### src/rtl/rf_write_arbiter_if.sv
// Write-port bus between the pipeline/multicycle requesters and the register-file write arbiter.
// The requesters drive the master side; the arbiter is the slave.
interface rf_write_arbiter_if #(
  parameter int addWidth  = 5,
  parameter int dataWidth = 32,
  parameter int fifoDepth = 2
);
  logic                           WBE;
  logic [addWidth-1:0]            WBA;
  logic [dataWidth-1:0]           WBD;
  logic                           MCV;
  logic [addWidth-1:0]            MCA;
  logic [dataWidth-1:0]           MCD;
  logic                           MCR;
  logic                           WE3;
  logic [addWidth-1:0]            A3;
  logic [dataWidth-1:0]           WD3;
  logic [$clog2(fifoDepth+1)-1:0] PEND;
  logic                           WBSTALL;

  modport master (
    output WBE, WBA, WBD, MCV, MCA, MCD,
    input  MCR, WE3, A3, WD3, PEND, WBSTALL
  );

  modport slave (
    input  WBE, WBA, WBD, MCV, MCA, MCD,
    output MCR, WE3, A3, WD3, PEND, WBSTALL
  );
endinterface

### src/rtl/rf_write_arbiter.sv
// Register-file write-port arbiter: pipeline writebacks win the port, and multicycle results
// queue in a small FIFO that drains into idle cycles, with WAW squash and starvation stall.
module rf_write_arbiter #(
  parameter int addWidth    = 5,
  parameter int dataWidth   = 32,
  parameter int fifoDepth   = 2,
  parameter int starveLimit = 8
) (
  input logic             CLK,
  input logic             RSTn,
  rf_write_arbiter_if.slave bus
);
  localparam int PW = $clog2(fifoDepth);
  localparam int CW = $clog2(fifoDepth + 1);
  localparam int AW = $clog2(starveLimit + 1);

  typedef struct packed {
    logic                 valid;
    logic [addWidth-1:0]  addr;
    logic [dataWidth-1:0] data;
  } entry_t;

  entry_t               mem_q [fifoDepth];
  logic [PW-1:0]        rd_ptr_q, rd_ptr_d, wr_ptr_q, wr_ptr_d;
  logic [CW-1:0]        count_q, count_d;
  logic [AW-1:0]        age_q, age_d;
  logic                 stall_q, stall_d;
  logic                 we_q, we_d;
  logic [addWidth-1:0]  a3_q, a3_d;
  logic [dataWidth-1:0] wd3_q, wd3_d;

  entry_t head;
  logic   pipe_wr, head_present, head_valid, issue_head, pop, enq, enq_valid;

  assign head         = mem_q[rd_ptr_q];
  assign head_present = (count_q != '0);
  assign head_valid   = head_present && head.valid;
  assign pipe_wr      = bus.WBE && (bus.WBA != '0);
  assign issue_head   = !pipe_wr && head_valid;
  // A squashed head leaves on any edge, even one where the pipeline owns the port.
  assign pop          = head_present && (issue_head || !head.valid);
  assign enq          = bus.MCV && bus.MCR;
  assign enq_valid    = (bus.MCA != '0) && !(pipe_wr && (bus.MCA == bus.WBA));

  assign bus.MCR     = (count_q != CW'(fifoDepth));
  assign bus.WE3     = we_q;
  assign bus.A3      = a3_q;
  assign bus.WD3     = wd3_q;
  assign bus.PEND    = count_q;
  assign bus.WBSTALL = stall_q;

  always_comb begin
    // NOTE: every _d gets a default first so no path through this block can infer a latch.
    we_d     = 1'b0;
    a3_d     = a3_q;
    wd3_d    = wd3_q;
    rd_ptr_d = rd_ptr_q;
    wr_ptr_d = wr_ptr_q;
    count_d  = count_q;
    age_d    = age_q;

    if (pipe_wr) begin
      we_d  = 1'b1;
      a3_d  = bus.WBA;
      wd3_d = bus.WBD;
    end else if (issue_head) begin
      we_d  = 1'b1;
      a3_d  = head.addr;
      wd3_d = head.data;
    end

    if (pop) rd_ptr_d = rd_ptr_q + PW'(1);
    if (enq) wr_ptr_d = wr_ptr_q + PW'(1);
    if (enq && !pop)      count_d = count_q + CW'(1);
    else if (!enq && pop) count_d = count_q - CW'(1);

    if (pop || !head_present) age_d = '0;
    else if (head_valid && age_q != AW'(starveLimit)) age_d = age_q + AW'(1);

    // Stall is held only while the same valid head is still waiting for the port.
    stall_d = (head_valid && !issue_head && age_q == AW'(starveLimit - 1)) ||
              (stall_q && head_valid && !issue_head);
  end

  // NOTE: non-blocking assignments so every register samples pre-edge values.
  always_ff @(posedge CLK or negedge RSTn) begin
    if (!RSTn) begin
      we_q     <= 1'b0;
      a3_q     <= '0;
      wd3_q    <= '0;
      rd_ptr_q <= '0;
      wr_ptr_q <= '0;
      count_q  <= '0;
      age_q    <= '0;
      stall_q  <= 1'b0;
    end else begin
      we_q     <= we_d;
      a3_q     <= a3_d;
      wd3_q    <= wd3_d;
      rd_ptr_q <= rd_ptr_d;
      wr_ptr_q <= wr_ptr_d;
      count_q  <= count_d;
      age_q    <= age_d;
      stall_q  <= stall_d;
    end
  end

  // NOTE: queue storage is not reset; count_q alone decides which slots are meaningful.
  always_ff @(posedge CLK) begin
    for (int i = 0; i < fifoDepth; i++) begin
      if (pipe_wr && mem_q[i].addr == bus.WBA) mem_q[i].valid <= 1'b0;
    end
    if (enq) mem_q[wr_ptr_q] <= '{valid: enq_valid, addr: bus.MCA, data: bus.MCD};
  end
endmodule

### src/flat_wrapper.sv
// flat-port wrapper written by rule: the top's interface ports become plain ports
module rf_write_arbiter_flat 
#(
  parameter int addWidth    = 5,
  parameter int dataWidth   = 32,
  parameter int fifoDepth   = 2,
  parameter int starveLimit = 8
)
  (CLK, RSTn, bus_WBE, bus_WBA, bus_WBD, bus_MCV, bus_MCA, bus_MCD, bus_MCR, bus_WE3, bus_A3, bus_WD3, bus_PEND, bus_WBSTALL);
  rf_write_arbiter_if #(.addWidth(addWidth), .dataWidth(dataWidth), .fifoDepth(fifoDepth)) bus_i ();
  input logic CLK;
  input logic RSTn;
  input wire logic [$bits(bus_i.WBE)-1:0] bus_WBE;
  input wire logic [$bits(bus_i.WBA)-1:0] bus_WBA;
  input wire logic [$bits(bus_i.WBD)-1:0] bus_WBD;
  input wire logic [$bits(bus_i.MCV)-1:0] bus_MCV;
  input wire logic [$bits(bus_i.MCA)-1:0] bus_MCA;
  input wire logic [$bits(bus_i.MCD)-1:0] bus_MCD;
  output wire logic [$bits(bus_i.MCR)-1:0] bus_MCR;
  output wire logic [$bits(bus_i.WE3)-1:0] bus_WE3;
  output wire logic [$bits(bus_i.A3)-1:0] bus_A3;
  output wire logic [$bits(bus_i.WD3)-1:0] bus_WD3;
  output wire logic [$bits(bus_i.PEND)-1:0] bus_PEND;
  output wire logic [$bits(bus_i.WBSTALL)-1:0] bus_WBSTALL;
  assign bus_i.WBE = bus_WBE;
  assign bus_i.WBA = bus_WBA;
  assign bus_i.WBD = bus_WBD;
  assign bus_i.MCV = bus_MCV;
  assign bus_i.MCA = bus_MCA;
  assign bus_i.MCD = bus_MCD;
  assign bus_MCR = bus_i.MCR;
  assign bus_WE3 = bus_i.WE3;
  assign bus_A3 = bus_i.A3;
  assign bus_WD3 = bus_i.WD3;
  assign bus_PEND = bus_i.PEND;
  assign bus_WBSTALL = bus_i.WBSTALL;
  rf_write_arbiter #(.addWidth(addWidth), .dataWidth(dataWidth), .fifoDepth(fifoDepth), .starveLimit(starveLimit)) u_core (.CLK(CLK), .RSTn(RSTn), .bus(bus_i));
endmodule
### config.mk
export PLATFORM = sky130hd
export DESIGN_NAME = rf_write_arbiter_flat
export DESIGN_NICKNAME = d
export VERILOG_FILES = /design/src/rtl/rf_write_arbiter_if.sv /design/src/rtl/rf_write_arbiter.sv /design/src/flat_wrapper.sv
export SDC_FILE = /design/constraint.sdc
export NUM_CORES = 1
export LEC_CHECK = 0
export CAP_MARGIN = 30
export CORE_MARGIN = 5
export CORE_UTILIZATION = 50
export CTS_CLUSTER_SIZE = 40
export DETAILED_ROUTE_END_ITERATION = 12
export PLACE_DENSITY = 0.8
export SLEW_MARGIN = 20
export SYNTH_ARGS = -nofsm -noshare
export SYNTH_HDL_FRONTEND = slang
export SYNTH_SLANG_ARGS = --single-unit
### constraint.sdc
create_clock -name CLK -period 3.04 [get_ports CLK]
set_input_delay 0.608 -clock CLK [delete_from_list [all_inputs] [get_ports CLK]]
set_output_delay 0.608 -clock CLK [all_outputs]
set_load 0.005 [all_outputs]
Word-level counts from Yosys, hierarchy flattened --
Memory sizes are Yosys's and may differ from the RTL's. Cells that the tools add are included.
Word-level totals: bits in registers 47, RAM bits 76, bits of input ports 78, logic and storage cells 68, memories kept 1
Memories:
- u_core.mem_q | depth 2, width 38, rd ports 3, clocked after memory_dff 0, wr ports 3, line rf_write_arbiter.sv:23 | entry_t mem_q [fifoDepth];
Cells by class: $add $sub $neg 5, equal/unequal tests 6, multiplexer cells 16, reductions and logical operators 32
Operators by type and width (number):
- 32-bit two-way mux | 2
- 1-bit logical AND | 16
- 5-bit equality test | 3
- 5-bit two-way mux | 2
- 5-bit nonzero test | 2
- 1-bit two-way mux | 8
- 4-bit two-way mux | 2
- 2-bit nonzero test | 4
- 1-bit logical NOT | 7
- 4-bit by 1-bit adder with 4-bit output (second input constant) | 1
- 4-bit by 3-bit equality test with 1-bit output (second input constant) | 1
- 2-bit two-way mux | 2
- 4-bit inequality test (second input constant) | 1
- 1-bit logical OR | 3
- 1-bit adder (second input constant) | 2
- 2-bit by 1-bit adder with 2-bit output (second input constant) | 1
- 2-bit inequality test (second input constant) | 1
- 2-bit by 1-bit subtractor with 2-bit output (second input constant) | 1

Logic depth before layout (Yosys ltp) --
Gate-level depths: netlist of the first run.
depth after elaboration 9, depth in mapped cells 7

Worst setup path after synthesis of the first run --
Ideal clock, no wire load.
kind register to register, start register u_core.count_q[0] (netlist: u_core.bus.PEND[0]), end memory u_core.mem_q[0][37] in the netlist's numbering (enable), setup time 0.299 ns, arrival time 2.585 ns, setup slack 0.156 ns, stages on the path, launching flop included 5, buffers on the path 0, period minus slack after synthesis 2.884 ns, cell sequence dfrtp_1 -> nand2b_1 -> nand2_1 -> nor2_1 -> a31o_2
RTL lines:
- from (decl) | line rf_write_arbiter.sv:25 | logic [CW-1:0] count_q, count_d;
- from (signal assigned) | line rf_write_arbiter.sv:102 | count_q <= count_d;
- to (decl) | line rf_write_arbiter.sv:23

Final worst setup path of the first run --
start register u_core.count_q[0] (netlist: u_core.bus.PEND[0]), end output port bus_MCR
Between the ends: word-level cells in the longest chain between the ends 1
RTL lines:
- 2-bit inequality test | line rf_write_arbiter.sv:45 | assign bus.MCR = (count_q != CW'(fifoDepth));
- to (decl) | line flat_wrapper.sv:19 | output wire logic [$bits(bus_i.MCR)-1:0] bus_MCR;
No other way between the ends.

==> results of run 1 <==
-- path summary, 6_finish.rpt --
check | from | end | slack, ns | cells past startpoint
max reg2reg | u_core.bus.PEND[0] | u_core.mem_q[0][16] | 1.13 | 4
min in group CLK | u_core.bus.WBSTALL | u_core.bus.WBSTALL | 0.51 | 2
min reg2reg | u_core.bus.WBSTALL | u_core.bus.WBSTALL | 0.51 | 2
min | RSTn | u_core.bus.WD3[6] | 0.11 | 1
max | u_core.bus.PEND[0] | bus_MCR | 0.74 | 2
max in group asynchronous | RSTn | u_core.bus.WD3[11] | 2.30 | 2
-- per-stage QoR --
stage          setup slack, ns  power [mW]  instances  hold slack [ns]
2_1_floorplan            0.156        3.58        356            0.312
3_3_place_gp             0.363        4.40        604            0.486
3_5_place_dp             0.303        4.46        604            0.503
4_1_cts                  0.705        6.50        636            0.111
5_1_grt                  0.660        6.77        636            0.143
6_report                 0.742        6.42        636            0.112
-- logic make-up (layout without fill, tap and decap cells) --
logic type | count (synthesis) | in the layout | synth area share
AND/OR/NAND/NOR | 62 | 62 | 0.0511
buffers and inverters | 23 | 167 | 0.0215
flip-flops | 123 | 123 | 0.676
XOR/XNOR | 22 | 22 | 0.0377
adder cells (fa/ha/maj) | 3 | 3 | 0.00734
AO/OA/AOI/OAI | 47 | 47 | 0.0489
multiplexers | 76 | 76 | 0.158
-- metal layers --
metal  vias up  global-route usage  share of wire
met5         -                   0              0
met4         0              0.0584          0.010
met3         9              0.0573          0.043
met2        90               0.318           0.52
met1      1596               0.232           0.43
li1       1554                   -              -
-- cell type report --
cell class	count	area, sq um
fillers	659	3020
repair buffers	129	1300
multi-input cells	210	1570
clock buffers	20	425
clock inverters	12	173
well taps	136	170
flip-flops and latches	123	3460
inverters	6	22.5
-- flip-flops by register name, summed over array words and instances (netlist names) --
name	cells
u_core.rd_ptr_q	1
u_core.wr_ptr_q	1
u_core.bus.PEND	2
u_core.bus.A3	5
u_core.mem_q	76
u_core.bus.WD3	32
u_core.bus.WBSTALL	1
u_core.age_q	4
u_core.bus.WE3	1
-- worst register-to-register path: stages, from the launching register on --
cell and delay (ns):
sky130_fd_sc_hd__dfrtp_1 0.45, sky130_fd_sc_hd__nand2b_1 0.19, sky130_fd_sc_hd__nand2_1 0.18, sky130_fd_sc_hd__nor2_4 0.41, sky130_fd_sc_hd__buf_4 0.35
-- power by group through the flow --
stage	clock network (mW)	logic, mW	registers, mW
4_1_cts	2.04	2.00	2.46
2_1_floorplan	0	1.11	2.47
6_report	2.00	1.96	2.46
3_3_place_gp	0	1.94	2.46
5_1_grt	2.13	2.14	2.50
3_5_place_dp	0	1.98	2.48
-- placed cells by master (no fill, tap or decap), types with 2 or more instances in the layout --
| cell | synthesis | layout |
|---|---|---|
| sky130_fd_sc_hd__buf_4 | 1 | 7 |
| sky130_fd_sc_hd__buf_12 | 0 | 3 |
| sky130_fd_sc_hd__o21ai_1 | 7 | 7 |
| sky130_fd_sc_hd__nand3_1 | 3 | 3 |
| sky130_fd_sc_hd__dfrtp_1 | 47 | 46 |
| sky130_fd_sc_hd__nor2_1 | 10 | 8 |
| sky130_fd_sc_hd__edfxtp_1 | 76 | 76 |
| sky130_fd_sc_hd__o21ai_0 | 33 | 33 |
| sky130_fd_sc_hd__inv_1 | 6 | 5 |
| sky130_fd_sc_hd__clkinvlp_4 | 0 | 2 |
| sky130_fd_sc_hd__mux2_2 | 37 | 37 |
| sky130_fd_sc_hd__ha_1 | 3 | 3 |
| sky130_fd_sc_hd__nor2_4 | 0 | 2 |
| sky130_fd_sc_hd__xor2_1 | 10 | 10 |
| sky130_fd_sc_hd__mux2i_1 | 39 | 39 |
| sky130_fd_sc_hd__clkbuf_1 | 4 | 3 |
| sky130_fd_sc_hd__clkinv_4 | 0 | 2 |
| sky130_fd_sc_hd__xnor2_1 | 12 | 12 |
| sky130_fd_sc_hd__bufinv_16 | 0 | 4 |
| sky130_fd_sc_hd__clkbuf_16 | 0 | 16 |
| sky130_fd_sc_hd__nor4_1 | 3 | 3 |
| sky130_fd_sc_hd__clkdlybuf4s50_1 | 0 | 118 |
| sky130_fd_sc_hd__nand2_1 | 40 | 40 |
| sky130_fd_sc_hd__or4_1 | 2 | 2 |
| sky130_fd_sc_hd__clkinv_2 | 0 | 4 |
==> impl_summary.log, run 1 <==
[metrics] result of the run: finished clean
[metrics] share of power burned in combinational logic: 0.306
[metrics] async set or reset register ratio after synthesis: 0.382
[metrics] Critical Path Slowest Stage Cell: sky130_fd_sc_hd__clkdlybuf4s50_1
[metrics] internal power summed over all cells: 4.65 mW
[metrics] share of post-route cells with drive strength above 1: 0.166
[metrics] relative contribution of the clock network to total power: 0.312
[metrics] measured slew at the worst slew-check pin: 0.608 ns
[metrics] commonest cells in the synthesized netlist: sky130_fd_sc_hd__edfxtp_1 (76), sky130_fd_sc_hd__dfrtp_1 (47), sky130_fd_sc_hd__nand2_1 (40)
[metrics] CTS tree: yes
[metrics] pin count of the biggest net entering global routing: 40
[metrics] root buf cell: sky130_fd_sc_hd__clkbuf_8
[metrics] row cnt: 37
[metrics] full die area: 12400 sq um
[metrics] yosys synthesis warning count: 0
[metrics] total track usage: 0.188
[metrics] Final Hold Violating Endpoints: 0
[metrics] Clock Latency Late Sink: 0.50 ns
[metrics] capturing element type of the critical path: primary output
[metrics] vertical die dimension: 111 um
[metrics] crit start category: flop
[metrics] share of the synthesized area in the top cell type: 0.446
[metrics] critical path type: reg2out
[metrics] maximum count of clock buffers along a single path: 2
[metrics] dominant delay contributor by cell family on the critical path: buffers and inverters
[metrics] first-pass GRT wire length: 18.2 mm
[metrics] via count of the first global-routing pass: 3556
[metrics] ratio of routed vias to standard cells: 5.11
[metrics] data arrival at the endpoint of the critical path: 1.69 ns
[metrics] iteration-0 DRC count of the detailed router: 210
[metrics] post-synthesis average cell area: 14.4 sq um
[metrics] number of synthesized flops with an enable pin: 76
[metrics] post-CTS sizing: 0
[metrics] final standard cell area without fillers: 7110 sq um
[metrics] maximum VDD drop: 0.540 mV
[metrics] remaining antenna violation count after routing: 0
[metrics] number of clock sinks: 123
[metrics] Final Max Tran Viols: 0
[metrics] Sw Share: 0.276
[metrics] number of vias in the routed layout: 3249
[metrics] Sum Neg Setup Slack: 0 ns
[metrics] last weighted congestion value of the routability-driven placer: 0.765
[metrics] final wirelength: 11.0 mm
[metrics] 1st-pass router iterations: 5
[metrics] Detail Placement HPWL: 7.58 mm
[metrics] Leak Pwr: 2.72 nW
[metrics] leading cell types by total area after synthesis: sky130_fd_sc_hd__edfxtp_1 (45%), sky130_fd_sc_hd__dfrtp_1 (23%), sky130_fd_sc_hd__mux2_2 (8.1%), sky130_fd_sc_hd__mux2i_1 (7.6%), sky130_fd_sc_hd__o21ai_0 (3.2%)
[metrics] top_reg_cell synth: sky130_fd_sc_hd__edfxtp_1
[metrics] worst path cell trace: nand2b_1 > clkdlybuf4s50_1
[metrics] achievable frequency: 435 MHz
[metrics] library cell with the largest summed area after synthesis: sky130_fd_sc_hd__edfxtp_1
[metrics] power density cells: 902 nW/um^2
[metrics] x dimension of the die: 111 um
[metrics] synthesized netlist cell count: 356
[metrics] net count reported at finish: 568
[metrics] clock slew at the register clock pins of the worst setup and hold paths: 0.06 ns
[metrics] utilization of the core after routing: 0.702
[metrics] count of endpoints failing setup in the final report: 0
[metrics] clock tree skew after final layout: 0.00559 ns
[metrics] Seq/Total Area, Yosys: 0.676
[metrics] Syn-to-layout area delta: 39.0%
[metrics] total I/O pin count: 120
[metrics] most common cell in the synthesized netlist: sky130_fd_sc_hd__edfxtp_1
[metrics] DR WL/cell: 17.3 um
[metrics] total standard cell area after synthesis: 5120 sq um
[metrics] Synth Net Count: 437
[metrics] buffers inserted by post-CTS timing repair: 0
[metrics] number of buffers added by the clock tree synthesis step: 17
[metrics] required time of the worst setup path: 2.43 ns
[metrics] Maximum Capacitance Violations: 0
[metrics] Port-buffer cells: 119
[metrics] critical-path maximum fanout: 6
[metrics] critical path's largest stage delay: 0.55 ns
[metrics] portion of total power attributed to sequential cells: 0.382
[metrics] number of antenna violations at the first check in global routing: 0
[metrics] post-route minimum period: 2.30 ns
[metrics] final cycle utilization of the critical path: 0.756
[metrics] overall overflow remaining after global route: 0
[metrics] placeable core area: 10100 sq um
[metrics] count of hold buffers inserted by post-cts repair: 0
[metrics] class of the most critical hold timing path: in2async
[metrics] synthesized flop and latch total: 123
[metrics] standard cell area after detailed placement: 6520 sq um
[metrics] number of diodes: 0
[metrics] H-tree Lvls: 4
[metrics] Yosys cell types: 31
[metrics] net switching power of the design: 1.77 mW
[metrics] initial cell density of the core: 0.505
[metrics] RSZ-0062 raised after global routing: false
[metrics] max_slew headroom: 0.594
[metrics] DRC viols: 0
[metrics] total buffers and inverters traversed by the critical path: 1
Note: power is estimated with default switching activity, not from simulation.
==> run 2: changes to the inputs <==
CORE_UTILIZATION = 45   (was 50)
PLACE_DENSITY = 0.76   (was 0.8)
clock period = 2.04 ns   (was 3.04 ns; I/O delays follow)
==> impl_summary.log, run 2 (same netlist as run 1, synthesis figures left out) <==
[metrics] result of the run: finished clean
[metrics] final wirelength: 11.3 mm (+2.6%)
[metrics] number of filler cells placed in the layout: 862 (+31%)
[metrics] number of flip-flops in the largest register: 76 (unchanged)
[metrics] net count reported at finish: 580 (+2.1%)
[metrics] via count of the first global-routing pass: 3764 (+5.8%)
[metrics] root buf cell: sky130_fd_sc_hd__clkbuf_16
[metrics] iteration-0 DRC count of the detailed router: 193 (-8.1%)
[metrics] total I/O pin count: 120 (unchanged)
[metrics] most used cell, CP: sky130_fd_sc_hd__xor2_1
[metrics] number of clock sinks: 123 (unchanged)
[metrics] measured slew at the worst slew-check pin: 0.661 ns (+0.0526 ns)
[metrics] filler-free cell count of the finished design: 655 (+3.0%)
[metrics] Detail Placement HPWL: 7.85 mm (+3.6%)
[metrics] number of cells in the design after placement: 623 (+3.1%)
[metrics] row cnt: 39 (+5.4%)
[metrics] 1st-pass router iterations: 4 (-1)
[metrics] required time of the worst setup path: 2.33 ns (-0.10 ns)
[metrics] Final Hold Violating Endpoints: 0 (unchanged)
[metrics] vertical die dimension: 117 um (+4.9%)
[metrics] data arrival at the endpoint of the critical path: 2.23 ns (+0.54 ns)
[metrics] buffers inserted by post-CTS timing repair: 0 (unchanged)
[metrics] post-layout power: 9.52 mW (+48%)
[metrics] worst path cell trace: clkdlybuf4s50_1 > or4_4 > o21ai_2 > o22ai_1 > ha_1 > xor2_1 > nor2_2 > xor2_1
[metrics] critical-path maximum fanout: 2 (-4)
[metrics] DR WL/cell: 17.3 um (-0.36%)
[metrics] CTS tree: yes
[metrics] maximum VDD drop: 0.839 mV (+55%)
[metrics] number of vias in the routed layout: 3310 (+1.9%)
[metrics] maximum count of clock buffers along a single path: 2 (unchanged)
[metrics] leading cell type in the layout, fill and taps excluded: sky130_fd_sc_hd__clkdlybuf4s50_1
[metrics] H-tree Lvls: 4 (unchanged)
[metrics] placeable core area: 11300 sq um (+11%)
[metrics] achievable frequency: 515 MHz
[metrics] most frequent cells in the layout: sky130_fd_sc_hd__clkdlybuf4s50_1 (118), sky130_fd_sc_hd__edfxtp_1 (76), sky130_fd_sc_hd__dfrtp_1 (45)
[metrics] dominant delay contributor by cell family on the critical path: simple AND/OR/NAND/NOR gates
[metrics] critical path's largest stage delay: 0.56 ns (about the same)
[metrics] Reg area: 3460 sq um (about the same)
[metrics] first-pass GRT wire length: 18.5 mm (+2.0%)
[metrics] count of endpoints failing setup in the final report: 0 (unchanged)
[metrics] max_slew headroom: 0.559 (-0.0351)
[metrics] Maximum Capacitance Violations: 0 (unchanged)
[metrics] total track usage: 0.181 (-0.00720)
[metrics] share of post-route cells with drive strength above 1: 0.193 (+0.0274)
[metrics] area used by multi-input combinational logic: 1580 sq um (+0.64%)
[metrics] final cycle utilization of the critical path: 0.952
[metrics] number of diodes: 0 (unchanged)
[metrics] Syn-to-layout area delta: 41.1%
[metrics] Critical Path Slowest Stage Cell: sky130_fd_sc_hd__or4_4
[metrics] total buffers and inverters traversed by the critical path: 1 (unchanged)
[metrics] Reg with most FFs: u_core.mem_q
[metrics] number of antenna violations at the first check in global routing: 0 (unchanged)
[metrics] x dimension of the die: 117 um (+4.9%)
[metrics] Clock Latency Late Sink: 0.40 ns (-0.10 ns)
[metrics] remaining antenna violation count after routing: 0 (unchanged)
[metrics] count of hold buffers inserted by post-cts repair: 0 (unchanged)
[metrics] standard cell area after detailed placement: 6650 sq um (+2.1%)
[metrics] Leak Pwr: 2.76 nW (+1.7%)
[metrics] critical path type: in2reg
[metrics] Final Max Tran Viols: 0 (unchanged)
[metrics] post-route minimum period: 1.94 ns
[metrics] pin count of the biggest net entering global routing: 29 (-28%)
[metrics] initial cell density of the core: 0.454 (-0.0508)
[metrics] power density cells: 1320 nW/um^2 (+46%)
[metrics] DRC viols: 0 (unchanged)
[metrics] Port-buffer cells: 119 (unchanged)
[metrics] ratio of routed vias to standard cells: 5.05 (-1.1%)
[metrics] last weighted congestion value of the routability-driven placer: 0.805 (+5.2%)
[metrics] overall overflow remaining after global route: 0 (unchanged)
[metrics] full die area: 13600 sq um (+10%)
[metrics] clock slew at the register clock pins of the worst setup and hold paths: 0.05 ns (about the same)
[metrics] capturing element type of the critical path: flop
[metrics] number of buffers added by the clock tree synthesis step: 17 (unchanged)
[metrics] clock tree skew after final layout: 0.00707 ns (+0.00148 ns)
[metrics] Sum Neg Setup Slack: 0 ns (unchanged)
[metrics] class of the most critical hold timing path: in2async
[metrics] final standard cell area without fillers: 7220 sq um (+1.5%)
[metrics] crit start category: input pin
## run 2: cell count changes in the layout (fill, tap and decap cells not counted), sizes merged
cell	before	now
clkinv	6	7
bufinv	4	2
buf	11	23
clkinvlp	2	5
clkbuf	20	18
## run 2: per-layer routing
| layer | wire, um | track usage | vias to the layer above |
|---|---|---|---|
| li1 | - | - | 1584 |
| met1 | 4900 | 0.221 | 1611 |
| met5 | 0 | 0 | - |
| met4 | 158 | 0.0719 | 0 |
| met2 | 5570 | 0.297 | 100 |
| met3 | 675 | 0.0611 | 15 |
## run 2: what timing repair did
action,4_1_cts,5_1_grt
resized for setup,0,4
hold endpoints to repair,0,0
setup endpoints to repair,0,2
## run 2: stage by stage
step | hold WS (ns) | setup WS (ns) | util
floorplan | 0.112 | 0.129 | -
global placement | 0.463 | -0.347 | 0.590
detailed placement | 0.486 | -0.399 | 0.590
CTS | 0.0504 | 0.00723 | 0.640
global route | 0.0725 | -0.00324 | 0.641
finish | 0.0389 | 0.0972 | 0.641
## run 2: cell type report
class,count,area share
multi-input cells,210,0.218
well taps,143,0.0248
flip-flops and latches,123,0.479
repair buffers,141,0.197
clock inverters,14,0.0180
inverters,6,0.00312
clock buffers,18,0.0594
## run 2: final timing paths
kind                               startpoint                 end  slack (ns)  cells past startpoint
hold / removal                           RSTn   u_core.bus.WD3[4]        0.04                      1
max in group asynchronous                RSTn     u_core.rd_ptr_q        1.32                      2
hold reg to reg            u_core.bus.WBSTALL  u_core.bus.WBSTALL        0.51                      2
setup reg to reg           u_core.bus.PEND[0]  u_core.bus.PEND[1]        0.43                      6
min in group CLK           u_core.bus.WBSTALL  u_core.bus.WBSTALL        0.51                      2
setup / recovery                   bus_WBA[3]  u_core.bus.PEND[1]         0.1                      8
## run 2: power breakdown
part | internal [mW] | switching, mW | total (mW)
combinational | 1.69 | 1.37 | 3.06
sequential | 3.37 | 0.292 | 3.66
clock | 1.77 | 1.03 | 2.80
total | 6.83 | 2.69 | 9.52
